## config.mk

```make
export PLATFORM = sky130hd
export DESIGN_NAME = alu_ctrl_sequencer_flat
export DESIGN_NICKNAME = d
export VERILOG_FILES = /design/src/rtl/alu_ctrl_sequencer_if.sv /design/src/rtl/alu_ctrl_sequencer.sv /design/src/flat_wrapper.sv
export SDC_FILE = /design/constraint.sdc
export NUM_CORES = 1
export LEC_CHECK = 0
export ABC_AREA = 1
export ABC_CLOCK_PERIOD_IN_PS = 1450
export CORE_MARGIN = 1
export CORE_UTILIZATION = 40
export CTS_CLUSTER_DIAMETER = 120
export DETAILED_ROUTE_END_ITERATION = 16
export PLACE_DENSITY_LB_ADDON = 0.05
export SLEW_MARGIN = 20
export SYNTH_ARGS = -nofsm -noshare
export SYNTH_HDL_FRONTEND = slang
export SYNTH_SLANG_ARGS = --single-unit
```

## constraint.sdc

```tcl
create_clock -name clk -period 1.45 [get_ports clk]
set_input_delay 0.145 -clock clk [delete_from_list [all_inputs] [get_ports clk]]
set_output_delay 0.145 -clock clk [all_outputs]
set_load 0.01 [all_outputs]
```

## src/rtl/alu_ctrl_sequencer_if.sv

```systemverilog
// Handshake bundle between the decode stage, the ALU control sequencer and
// the ALU/vector datapath. The master side offers instructions and accepts
// beats; the slave side is the sequencer itself.
interface alu_ctrl_sequencer_if #(
   parameter int LANES = 4
);
   localparam int LANE_W = (LANES > 1) ? $clog2(LANES) : 1;

   logic [1:0]        alu_op;
   logic [10:0]       alu_instr;
   logic              in_valid;
   logic              in_ready;
   logic [3:0]        ctrl_out;
   logic [LANE_W-1:0] lane_idx;
   logic              is_vector;
   logic              out_last;
   logic              out_valid;
   logic              out_ready;
   logic              illegal;
   logic              busy;

   modport master (
      output alu_op, alu_instr, in_valid, out_ready,
      input  in_ready, ctrl_out, lane_idx, is_vector, out_last, out_valid,
             illegal, busy
   );

   modport slave (
      input  alu_op, alu_instr, in_valid, out_ready,
      output in_ready, ctrl_out, lane_idx, is_vector, out_last, out_valid,
             illegal, busy
   );
endinterface

```

## src/rtl/alu_ctrl_sequencer.sv

```systemverilog
// ALU control sequencer: decodes alu_op/alu_instr into 4-bit ALU control
// codes, expands vector instructions into LANES per-lane beats and holds a
// MAC for MAC_LAT cycles before its single result beat. Beats leave through
// a one-entry output register with a valid/ready handshake.
module alu_ctrl_sequencer #(
   parameter int LANES   = 4,
   parameter int MAC_LAT = 3
) (
   input  logic                clk,
   input  logic                rst,
   alu_ctrl_sequencer_if.slave bus
);
   localparam int LANE_W = (LANES > 1) ? $clog2(LANES) : 1;
   localparam int CNT_W  = (MAC_LAT > 1) ? $clog2(MAC_LAT) : 1;

   localparam logic [LANE_W-1:0] LAST_LANE = LANE_W'(LANES - 1);
   localparam logic [CNT_W-1:0]  MAC_LOAD  = CNT_W'(MAC_LAT - 1);
   localparam logic [CNT_W-1:0]  CNT_ONE   = CNT_W'(1);
   localparam logic [3:0]        MAC_CODE  = 4'b1000;

   typedef enum logic [1:0] {IDLE, VEC, MAC} state_t;
   typedef enum logic [1:0] {KIND_SCALAR, KIND_VECTOR, KIND_MAC, KIND_ILLEGAL} kind_t;

   state_t            state_q, state_d;
   logic [CNT_W-1:0]  cnt_q, cnt_d;

   kind_t             dec_kind;
   logic [3:0]        dec_code;

   logic [3:0]        ctrl_q;
   logic [LANE_W-1:0] lane_q;
   logic              vec_q;
   logic              last_q;
   logic              valid_q;
   logic              illegal_q;

   logic              load_ok;
   logic              in_ready;
   logic              accept;
   logic              mac_done;
   logic [LANE_W-1:0] lane_next;

   logic              load_beat;
   logic [3:0]        beat_ctrl;
   logic [LANE_W-1:0] beat_lane;
   logic              beat_vec;
   logic              beat_last;

   // The output register can take a new beat when empty or draining this cycle
   assign load_ok   = !valid_q || bus.out_ready;
   assign in_ready  = (state_q == IDLE) && load_ok;
   assign accept    = bus.in_valid && in_ready;
   assign lane_next = lane_q + LANE_W'(1);
   // The MAC beat is loaded on the edge where the counter steps from 1 to 0
   assign mac_done  = (cnt_q == CNT_ONE) || (cnt_q == '0);

   // Opcode decode: instruction class and ALU control code
   always_comb begin
      dec_kind = KIND_ILLEGAL;
      dec_code = 4'b0000;
      case (bus.alu_op)
         2'b00: begin dec_kind = KIND_SCALAR; dec_code = 4'b0010; end
         2'b01: begin dec_kind = KIND_SCALAR; dec_code = 4'b0111; end
         2'b10: begin
            case (bus.alu_instr)
               11'b10001011000: begin dec_kind = KIND_SCALAR; dec_code = 4'b0010; end
               11'b11001011000: begin dec_kind = KIND_SCALAR; dec_code = 4'b0110; end
               11'b10001010000: begin dec_kind = KIND_SCALAR; dec_code = 4'b0000; end
               11'b10101010000: begin dec_kind = KIND_SCALAR; dec_code = 4'b0001; end
               11'b10011010000: begin dec_kind = KIND_SCALAR; dec_code = 4'b0100; end
               11'b10111010000: begin dec_kind = KIND_SCALAR; dec_code = 4'b0101; end
               11'b10001010010: begin dec_kind = KIND_VECTOR; dec_code = 4'b0010; end
               11'b11001010010: begin dec_kind = KIND_VECTOR; dec_code = 4'b0110; end
               11'b10011010010: begin dec_kind = KIND_VECTOR; dec_code = 4'b0100; end
               11'b10001010100: begin dec_kind = KIND_VECTOR; dec_code = 4'b0010; end
               11'b10011110000: begin dec_kind = KIND_VECTOR; dec_code = 4'b0100; end
               11'b10001110000: begin dec_kind = KIND_VECTOR; dec_code = 4'b0010; end
               11'b11111010100: begin dec_kind = KIND_MAC;    dec_code = MAC_CODE; end
               default: ;
            endcase
         end
         default: ;
      endcase
   end

   // State register and MAC latency counter
   always_ff @(posedge clk or posedge rst) begin
      if (rst) begin
         state_q <= IDLE;
         cnt_q   <= '0;
      end else begin
         state_q <= state_d;
         cnt_q   <= cnt_d;
      end
   end

   // Next-state logic: vectors walk through VEC, multi-cycle MACs wait in MAC
   always_comb begin
      state_d = state_q;
      cnt_d   = cnt_q;
      case (state_q)
         IDLE: begin
            if (accept) begin
               if (dec_kind == KIND_VECTOR && LANES > 1) begin
                  state_d = VEC;
               end else if (dec_kind == KIND_MAC && MAC_LAT > 1) begin
                  state_d = MAC;
                  cnt_d   = MAC_LOAD;
               end
            end
         end
         VEC: begin
            if (load_ok && lane_next == LAST_LANE) begin
               state_d = IDLE;
            end
         end
         MAC: begin
            if (mac_done) begin
               if (load_ok) begin
                  state_d = IDLE;
                  cnt_d   = '0;
               end
            end else begin
               cnt_d = cnt_q - CNT_ONE;
            end
         end
         default: state_d = IDLE;
      endcase
   end

   // Output logic: decide whether a beat is loaded this cycle and its contents
   always_comb begin
      load_beat = 1'b0;
      beat_ctrl = ctrl_q;
      beat_lane = '0;
      beat_vec  = 1'b0;
      beat_last = 1'b0;
      case (state_q)
         IDLE: begin
            if (accept) begin
               case (dec_kind)
                  KIND_SCALAR: begin
                     load_beat = 1'b1;
                     beat_ctrl = dec_code;
                     beat_last = 1'b1;
                  end
                  KIND_VECTOR: begin
                     load_beat = 1'b1;
                     beat_ctrl = dec_code;
                     beat_vec  = 1'b1;
                     beat_last = (LANES == 1);
                  end
                  KIND_MAC: begin
                     if (MAC_LAT == 1) begin
                        load_beat = 1'b1;
                        beat_ctrl = MAC_CODE;
                        beat_last = 1'b1;
                     end
                  end
                  default: ;
               endcase
            end
         end
         VEC: begin
            if (load_ok) begin
               load_beat = 1'b1;
               beat_lane = lane_next;
               beat_vec  = 1'b1;
               beat_last = (lane_next == LAST_LANE);
            end
         end
         MAC: begin
            if (mac_done && load_ok) begin
               load_beat = 1'b1;
               beat_ctrl = MAC_CODE;
               beat_last = 1'b1;
            end
         end
         default: ;
      endcase
   end

   // Output register: holds a beat stable until the datapath takes it
   always_ff @(posedge clk or posedge rst) begin
      if (rst) begin
         ctrl_q    <= 4'b0000;
         lane_q    <= '0;
         vec_q     <= 1'b0;
         last_q    <= 1'b0;
         valid_q   <= 1'b0;
         illegal_q <= 1'b0;
      end else begin
         illegal_q <= accept && (dec_kind == KIND_ILLEGAL);
         if (load_beat) begin
            ctrl_q  <= beat_ctrl;
            lane_q  <= beat_lane;
            vec_q   <= beat_vec;
            last_q  <= beat_last;
            valid_q <= 1'b1;
         end else if (bus.out_ready) begin
            valid_q <= 1'b0;
         end
      end
   end

   assign bus.in_ready  = in_ready;
   assign bus.ctrl_out  = ctrl_q;
   assign bus.lane_idx  = lane_q;
   assign bus.is_vector = vec_q;
   assign bus.out_last  = last_q;
   assign bus.out_valid = valid_q;
   assign bus.illegal   = illegal_q;
   assign bus.busy      = (state_q != IDLE);
endmodule

```

## src/flat_wrapper.sv

```systemverilog
// flat-port wrapper written by rule: the top's interface ports become plain ports
module alu_ctrl_sequencer_flat 
#(
   parameter int LANES   = 4,
   parameter int MAC_LAT = 3
)
  (clk, rst, bus_alu_op, bus_alu_instr, bus_in_valid, bus_out_ready, bus_in_ready, bus_ctrl_out, bus_lane_idx, bus_is_vector, bus_out_last, bus_out_valid, bus_illegal, bus_busy);
  alu_ctrl_sequencer_if #(.LANES(LANES)) bus_i ();
  input  logic clk;
  input  logic rst;
  input wire logic [$bits(bus_i.alu_op)-1:0] bus_alu_op;
  input wire logic [$bits(bus_i.alu_instr)-1:0] bus_alu_instr;
  input wire logic [$bits(bus_i.in_valid)-1:0] bus_in_valid;
  input wire logic [$bits(bus_i.out_ready)-1:0] bus_out_ready;
  output wire logic [$bits(bus_i.in_ready)-1:0] bus_in_ready;
  output wire logic [$bits(bus_i.ctrl_out)-1:0] bus_ctrl_out;
  output wire logic [$bits(bus_i.lane_idx)-1:0] bus_lane_idx;
  output wire logic [$bits(bus_i.is_vector)-1:0] bus_is_vector;
  output wire logic [$bits(bus_i.out_last)-1:0] bus_out_last;
  output wire logic [$bits(bus_i.out_valid)-1:0] bus_out_valid;
  output wire logic [$bits(bus_i.illegal)-1:0] bus_illegal;
  output wire logic [$bits(bus_i.busy)-1:0] bus_busy;
  assign bus_i.alu_op = bus_alu_op;
  assign bus_i.alu_instr = bus_alu_instr;
  assign bus_i.in_valid = bus_in_valid;
  assign bus_i.out_ready = bus_out_ready;
  assign bus_in_ready = bus_i.in_ready;
  assign bus_ctrl_out = bus_i.ctrl_out;
  assign bus_lane_idx = bus_i.lane_idx;
  assign bus_is_vector = bus_i.is_vector;
  assign bus_out_last = bus_i.out_last;
  assign bus_out_valid = bus_i.out_valid;
  assign bus_illegal = bus_i.illegal;
  assign bus_busy = bus_i.busy;
  alu_ctrl_sequencer #(.LANES(LANES), .MAC_LAT(MAC_LAT)) u_core (.clk(clk), .rst(rst), .bus(bus_i));
endmodule
```

==> results of run 1 <==
-- cell usage after synthesis (all sizes together) (2+ instances only) --
| library cell | count |
|---|---|
| nand4 | 3 |
| dfrtp | 14 |
| ha | 5 |
| nor2 | 24 |
| a31oi | 2 |
| inv | 31 |
| nand2 | 49 |
| nand3 | 16 |
| a21oi | 7 |
| o2111ai | 2 |
| o21ai | 10 |
-- cell type report --
class,instances,area (sq um)
Fill cell,180,498
Tap cell,30,37.5
Sequential cell,14,350
Timing Repair Buffer,65,541
Inverter,31,154
Multi-Input combinational cell,121,928
Clock buffer,4,36.3
-- cells in the final DEF (no fill, tap or decap), types with 2 or more instances in the layout --
cell             count
nor2_2               4
a21oi_1              3
buf_2                8
nand2_4              7
a21oi_2              3
dfrtp_1             14
buf_4               32
inv_1               18
clkdlybuf4s50_1     14
nor2_4               9
clkdlybuf4s15_2      2
nand2_2              5
nor2_1              11
inv_2                4
buf_6                5
ha_4                 4
nand3_1              5
clkbuf_4             3
o21ai_0              3
nand3_4              2
nand3_2              9
inv_4                7
nand2_1             36
o21ai_1              6
nand4_1              2
-- sequential cells by signal, summed over array words and instances, names as in the netlist --
| signal | cells |
|---|---|
| u_core.bus.lane_idx | 2 |
| u_core.bus.ctrl_out | 4 |
| u_core.state_q | 2 |
| u_core.bus.out_valid | 1 |
| u_core.bus.is_vector | 1 |
| u_core.cnt_q | 2 |
| u_core.bus.out_last | 1 |
| u_core.bus.illegal | 1 |
-- cell families (layout without fill, tap and decap cells) --
logic type,Yosys count,after routing,share of synthesized area (%)
DFF,14,14,31.8
and+or+nand+nor,93,93,39.6
buffers and inverters,31,100,10.6
adders and majority gates,5,5,5.68
AOI/OAI and AO/OA,23,23,12.4
-- per-stage QoR --
step | cells | power [mW]
after floorplan | 166 | 1.35
after global placement | 246 | 1.95
after detailed placement | 246 | 1.99
after CTS | 256 | 2.34
after global routing | 265 | 2.66
final | 265 | 2.47
-- timing repair --
action	CTS	global route
endpoints found under the setup margin	16	16
cloned	0	0
pin swaps	29	25
gates resized for setup	73	24
setup buffers	8	9
-- routing by layer --
layer  GRT usage [%]  up-vias  share of wire [%]
met5               0        -                  0
met4            10.7        0                3.9
met3            2.22       12                1.9
met2            44.7       33                 53
met1            26.3      652                 41
li1                -      668                  -
-- path summary, 6_finish.rpt --
kind / startpoint / to / slack, ps / cells after the start
min reg2reg: u_core.bus.ctrl_out[2] / u_core.bus.ctrl_out[2] / 490 / 2
min: rst / u_core.bus.out_valid / 200 / 2
max: bus_alu_instr[7] / u_core.bus.ctrl_out[1] / -300 / 17
min in group clk: bus_alu_instr[7] / u_core.bus.ctrl_out[3] / 460 / 8
max in group asynchronous: rst / u_core.bus.is_vector / 880 / 2
max reg2reg: u_core.state_q[1] / u_core.cnt_q[0] / -140 / 8
-- power by group --
| group | switching (mW) | leakage (nW) | total, mW | internal (mW) |
|---|---|---|---|---|
| combinational | 0.784 | 0.806 | 1.52 | 0.735 |
| sequential | 0.121 | 0.176 | 0.664 | 0.544 |
| clock | 0.135 | 0.0210 | 0.288 | 0.153 |
==> flow_metrics.tcl, run 1 <==
set metrics [dict create \
    syn_area_per_cell_sq_um 6.64 \
    async_flop_share_pct 100 \
    hold_viol_final 0 \
    dpl_cell_area_sq_um 1730 \
    synth_cells 166 \
    synth-seq-cells 14 \
    setup_viol 14 \
    clockRootBuffer "clkbuf_4" \
    end_kind "register" \
    grt-ovfl-total 0 \
    dp_hpwl_um 2270 \
    fp.dieW_um 54.5 \
    cap_violations 0 \
    worst_ep_arrival_time_ps 1930 \
    dp_slack_ps -1080 \
    dieArea_sq_um 2970 \
    syn_area_sq_um 1100 \
    htreeDepth 1 \
    cts_sinks 14 \
    yosysSeqAreaShare_pct 31.8 \
    cp-start-kind "primary input" \
    routed_via_density 5.15 \
    fin_hold_ws_ps 202 \
    worst-path-buf-inv 4 \
    critPathMostFrequentCell "nand2_1" \
    drc 0 \
    track_usage_pct 23.7 \
    clk_latency_ps 290 \
    yosysTopAreaCell "dfrtp_1" \
    drt-wirelength-per-cell_um 13.0 \
    die_h_um 54.5 \
    ios 29 \
    gp_congestion 0.822 \
    path_cells "buf_8 > buf_6 > inv_12 > nand2_4 > nor2_4 > nand2_1 > nand2_1 > nand2_2 > nand3_2 > nor2_4 > o21ai_4 > ha_4 > inv_4 > nand2_4 > o2111ai_4 > nand2_1 > o21ai_1" \
    drive_gt1_share_pct 49.4 \
    critPathKind "primary input to register" \
    tightest_slew_ps 548 \
    final_cell_area_sq_um 2050 \
    failed_checks "setup timing" \
    worstPathRequired_ps 1620 \
    fin_crit_sh_pct 121 \
    core_area_sq_um 2540 \
    ys_types 23 \
    p_per_area_nw_per_um2 1210 \
    ir_worst_vdd_v 0.00107 \
    grt_pass1_vias 1256 \
    port-buffer-count 28 \
    tns_ps -3290 \
    area_delta_synth_final_pct 85.7 \
    antennaDiodeCount 0 \
    start_util_pct 43.3 \
    synthesis.nets 188 \
    p_leak_nw 1.00 \
    finalNetCount 258 \
    max_stage_delay_ps 200 \
    fin_ws_ps -305 \
    slew_viol_final 0 \
    cts_tree "built" \
    cts_buffers 3 \
    outcome "finished with violations" \
    fin_skew_ps 7.52 \
    initialDrtViolationCount 31 \
    rsz0062_at_grt "yes" \
    path_max_fanout 6 \
    hold_path_class "primary input to async pin" \
    synth_top_area_share_pct 31.8 \
    relSlewSlack_pct 63.4 \
    cts_buffer_depth 2 \
    ctsHoldBuffers 0 \
    drt_wl_total_um 3440 \
    ys.flop_type "dfrtp_1" \
    min_period_ps 1750 \
    rows 18 \
    max_clock_freq_mhz 570 \
    vias 1365 \
    antenna_found_initial 0 \
    synth_edf_count 0 \
    grt_pass1_wl_um 5090 \
    path_clk_slew_ps 90 \
    fin_util_pct 80.4 \
    firstDrtPassIters 4 \
    slowest_stage "o21ai_4" \
    synth_area_leaders "dfrtp_1 (32%), nand2_1 (16%), inv_1 (10%)" \
    crit_family "simple AND/OR/NAND/NOR gates" \
    yosys_warnings 0 \
    grt_max_degree 15 \
    ant_nets 0 \
]
(Power assumes the default switching activity.)
==> run 2, diff against run 1 <==
Settings changed: SKIP_CTS_REPAIR_TIMING set to 1.
==> run 2 against run 1 <==
  * The run still ends with setup timing left
  * Design area decreased by 6.6%
  * Final cell count decreased by 3.0%
  * Critical path depth unchanged
  * Maximum frequency increased by 0.89%
  * First-iteration DRC count decreased by 52%
  * Clock power about the same
  * Combinational power decreased by 4%
  * Total power decreased by 2.4%
  * Worst hold slack improved by 0.88 ps
  * Core utilization decreased by 5.3 points
  * Global-route usage decreased by 3.3 points
  * Largest cell class unchanged
==> flow_metrics.tcl, run 2 (synthesized netlist as in run 1, its figures left out) <==
set metrics [dict create \
    outcome "finished with violations" \
    failed_checks "setup timing" \
    initialDrtViolationCount 15 \
    reg2reg_slack_ps -50 \
    ios 29 \
    drc 0 \
    fin_ws_ps -289 \
    min_period_ps 1740 \
    dp_hpwl_um 2270 \
    r2r_cells 7 \
    drive_gt1_share_pct 41.9 \
    gp_congestion 0.822 \
    track_usage_pct 20.3 \
    routed_via_density 5.02 \
    slew_viol_final 0 \
    end_kind "register" \
    grt_pass1_vias 1122 \
    grt_pass1_wl_um 4350 \
    cts_sinks 14 \
    p_leak_nw 0.989 \
    cts_buffer_depth 2 \
    rows 18 \
    cap_violations 0 \
    critPathKind "primary input to register" \
    relSlewSlack_pct 62.9 \
    drt_wl_total_um 3040 \
    setup_viol 13 \
    max_clock_freq_mhz 575 \
    grt-ovfl-total 0 \
    largest_reg_flops 4 \
    htreeDepth 1 \
    ant_nets 0 \
    hold_viol_final 0 \
    hold_path_class "primary input to async pin" \
    area_delta_synth_final_pct 73.4 \
    rsz0062_at_grt "yes" \
    cts_tree "built" \
    grt_max_degree 15 \
    path_clk_slew_ps 90 \
    fin_util_pct 75.1 \
    most-common-layout-cells "nand2_1 (38), buf_4 (27), inv_1 (20), clkdlybuf4s50_1 (15)" \
    finalNetCount 250 \
    cts_buffers 3 \
    fin_crit_sh_pct 120 \
    worst_ep_arrival_time_ps 1890 \
    start_util_pct 43.3 \
    total_power_mw 2.41 \
    n_fill_cell 198 \
    rr_endpoint "u_core.bus.ctrl_out[1]" \
    p_per_area_nw_per_um2 1260 \
    clk_latency_ps 290 \
    firstDrtPassIters 4 \
    drt-wirelength-per-cell_um 11.8 \
    ir_worst_vdd_v 0.00103 \
    cp-start-kind "primary input" \
    antenna_found_initial 0 \
    vias 1291 \
    final_common_cell "nand2_1" \
    worstPathRequired_ps 1600 \
    port-buffer-count 28 \
    clockRootBuffer "clkbuf_4" \
    dieArea_sq_um 2970 \
    fin_skew_ps 7.59 \
    tns_ps -2470 \
    tightest_slew_ps 556 \
    fp.dieW_um 54.5 \
    antennaDiodeCount 0 \
    die_h_um 54.5 \
    path_max_fanout 7 \
    crit_path_start "bus_alu_instr[7]" \
    r2r_start "u_core.state_q[1]" \
    core_area_sq_um 2540 \
]
[run 2: cell count changes in the layout (fill, tap and decap cells not counted), moves of 4 or more]
cell / delta
buf_2: -8
nand3_1: +4
buf_4: -5
clkbuf_2: +6
[run 2: metal layers]
metal | track usage (%) | share of wire [%] | vias to the layer above
met2 | 38.2 | 55 | 22
met1 | 22.3 | 40 | 608
met3 | 1.67 | 1.2 | 9
li1 | - | - | 652
met4 | 10.7 | 3.0 | 0
met5 | 0 | 0 | -
[run 2: through the flow]
stage | hold slack, ps | cell area [sq um] | setup WS, ps | instances
after CTS | 222 | 1760 | -774 | 250
after global placement | 464 | 1730 | -1020 | 246
after global routing | 268 | 1910 | -371 | 257
after detailed placement | 478 | 1730 | -1080 | 246
after floorplan | 34.2 | 1240 | -205 | 166
final | 203 | 1910 | -289 | 257
[run 2: final cells by class]
| class | instances | area [sq um] | share of cell area (%) |
|---|---|---|---|
| multi-input cells | 121 | 856 | 44.8 |
| repair buffers | 57 | 483 | 25.3 |
| flip-flops and latches | 14 | 350 | 18.3 |
| inverters | 31 | 149 | 7.79 |
| well taps | 30 | 37.5 | 1.96 |
| clock buffers | 4 | 36.3 | 1.90 |
[run 2: where the power goes]
| part | internal (mW) | switching [mW] | total, mW |
|---|---|---|---|
| combinational | 0.720 | 0.745 | 1.46 |
| clock | 0.153 | 0.137 | 0.290 |
| sequential | 0.544 | 0.113 | 0.657 |
| total | 1.42 | 0.995 | 2.41 |
[run 2: worst max-delay path by stage]
| stage | depth (start not counted) | to | slack [ps] |
|---|---|---|---|
| final | 17 | u_core.bus.is_vector | -290 |
| after floorplan | 14 | u_core.state_q[0] | -210 |
| after global routing | 16 | u_core.cnt_q[1] | -370 |
| after global placement | 16 | u_core.bus.ctrl_out[3] | -1020 |
| after detailed placement | 16 | u_core.bus.ctrl_out[3] | -1080 |
| after CTS | 16 | u_core.bus.ctrl_out[3] | -770 |
[run 2: critical path, cell delays in order]
cell,delay (ps)
buf_8,100
buf_6,120
inv_12,40
nand2_4,50
nor2_4,150
nand2_1,90
nand2_1,80
nand2_1,90
nand3_2,90
nor2_4,50
o21ai_4,150
ha_2,190
inv_2,50
nand2_4,80
nand2_4,100
a31oi_1,180
o21ai_0,130
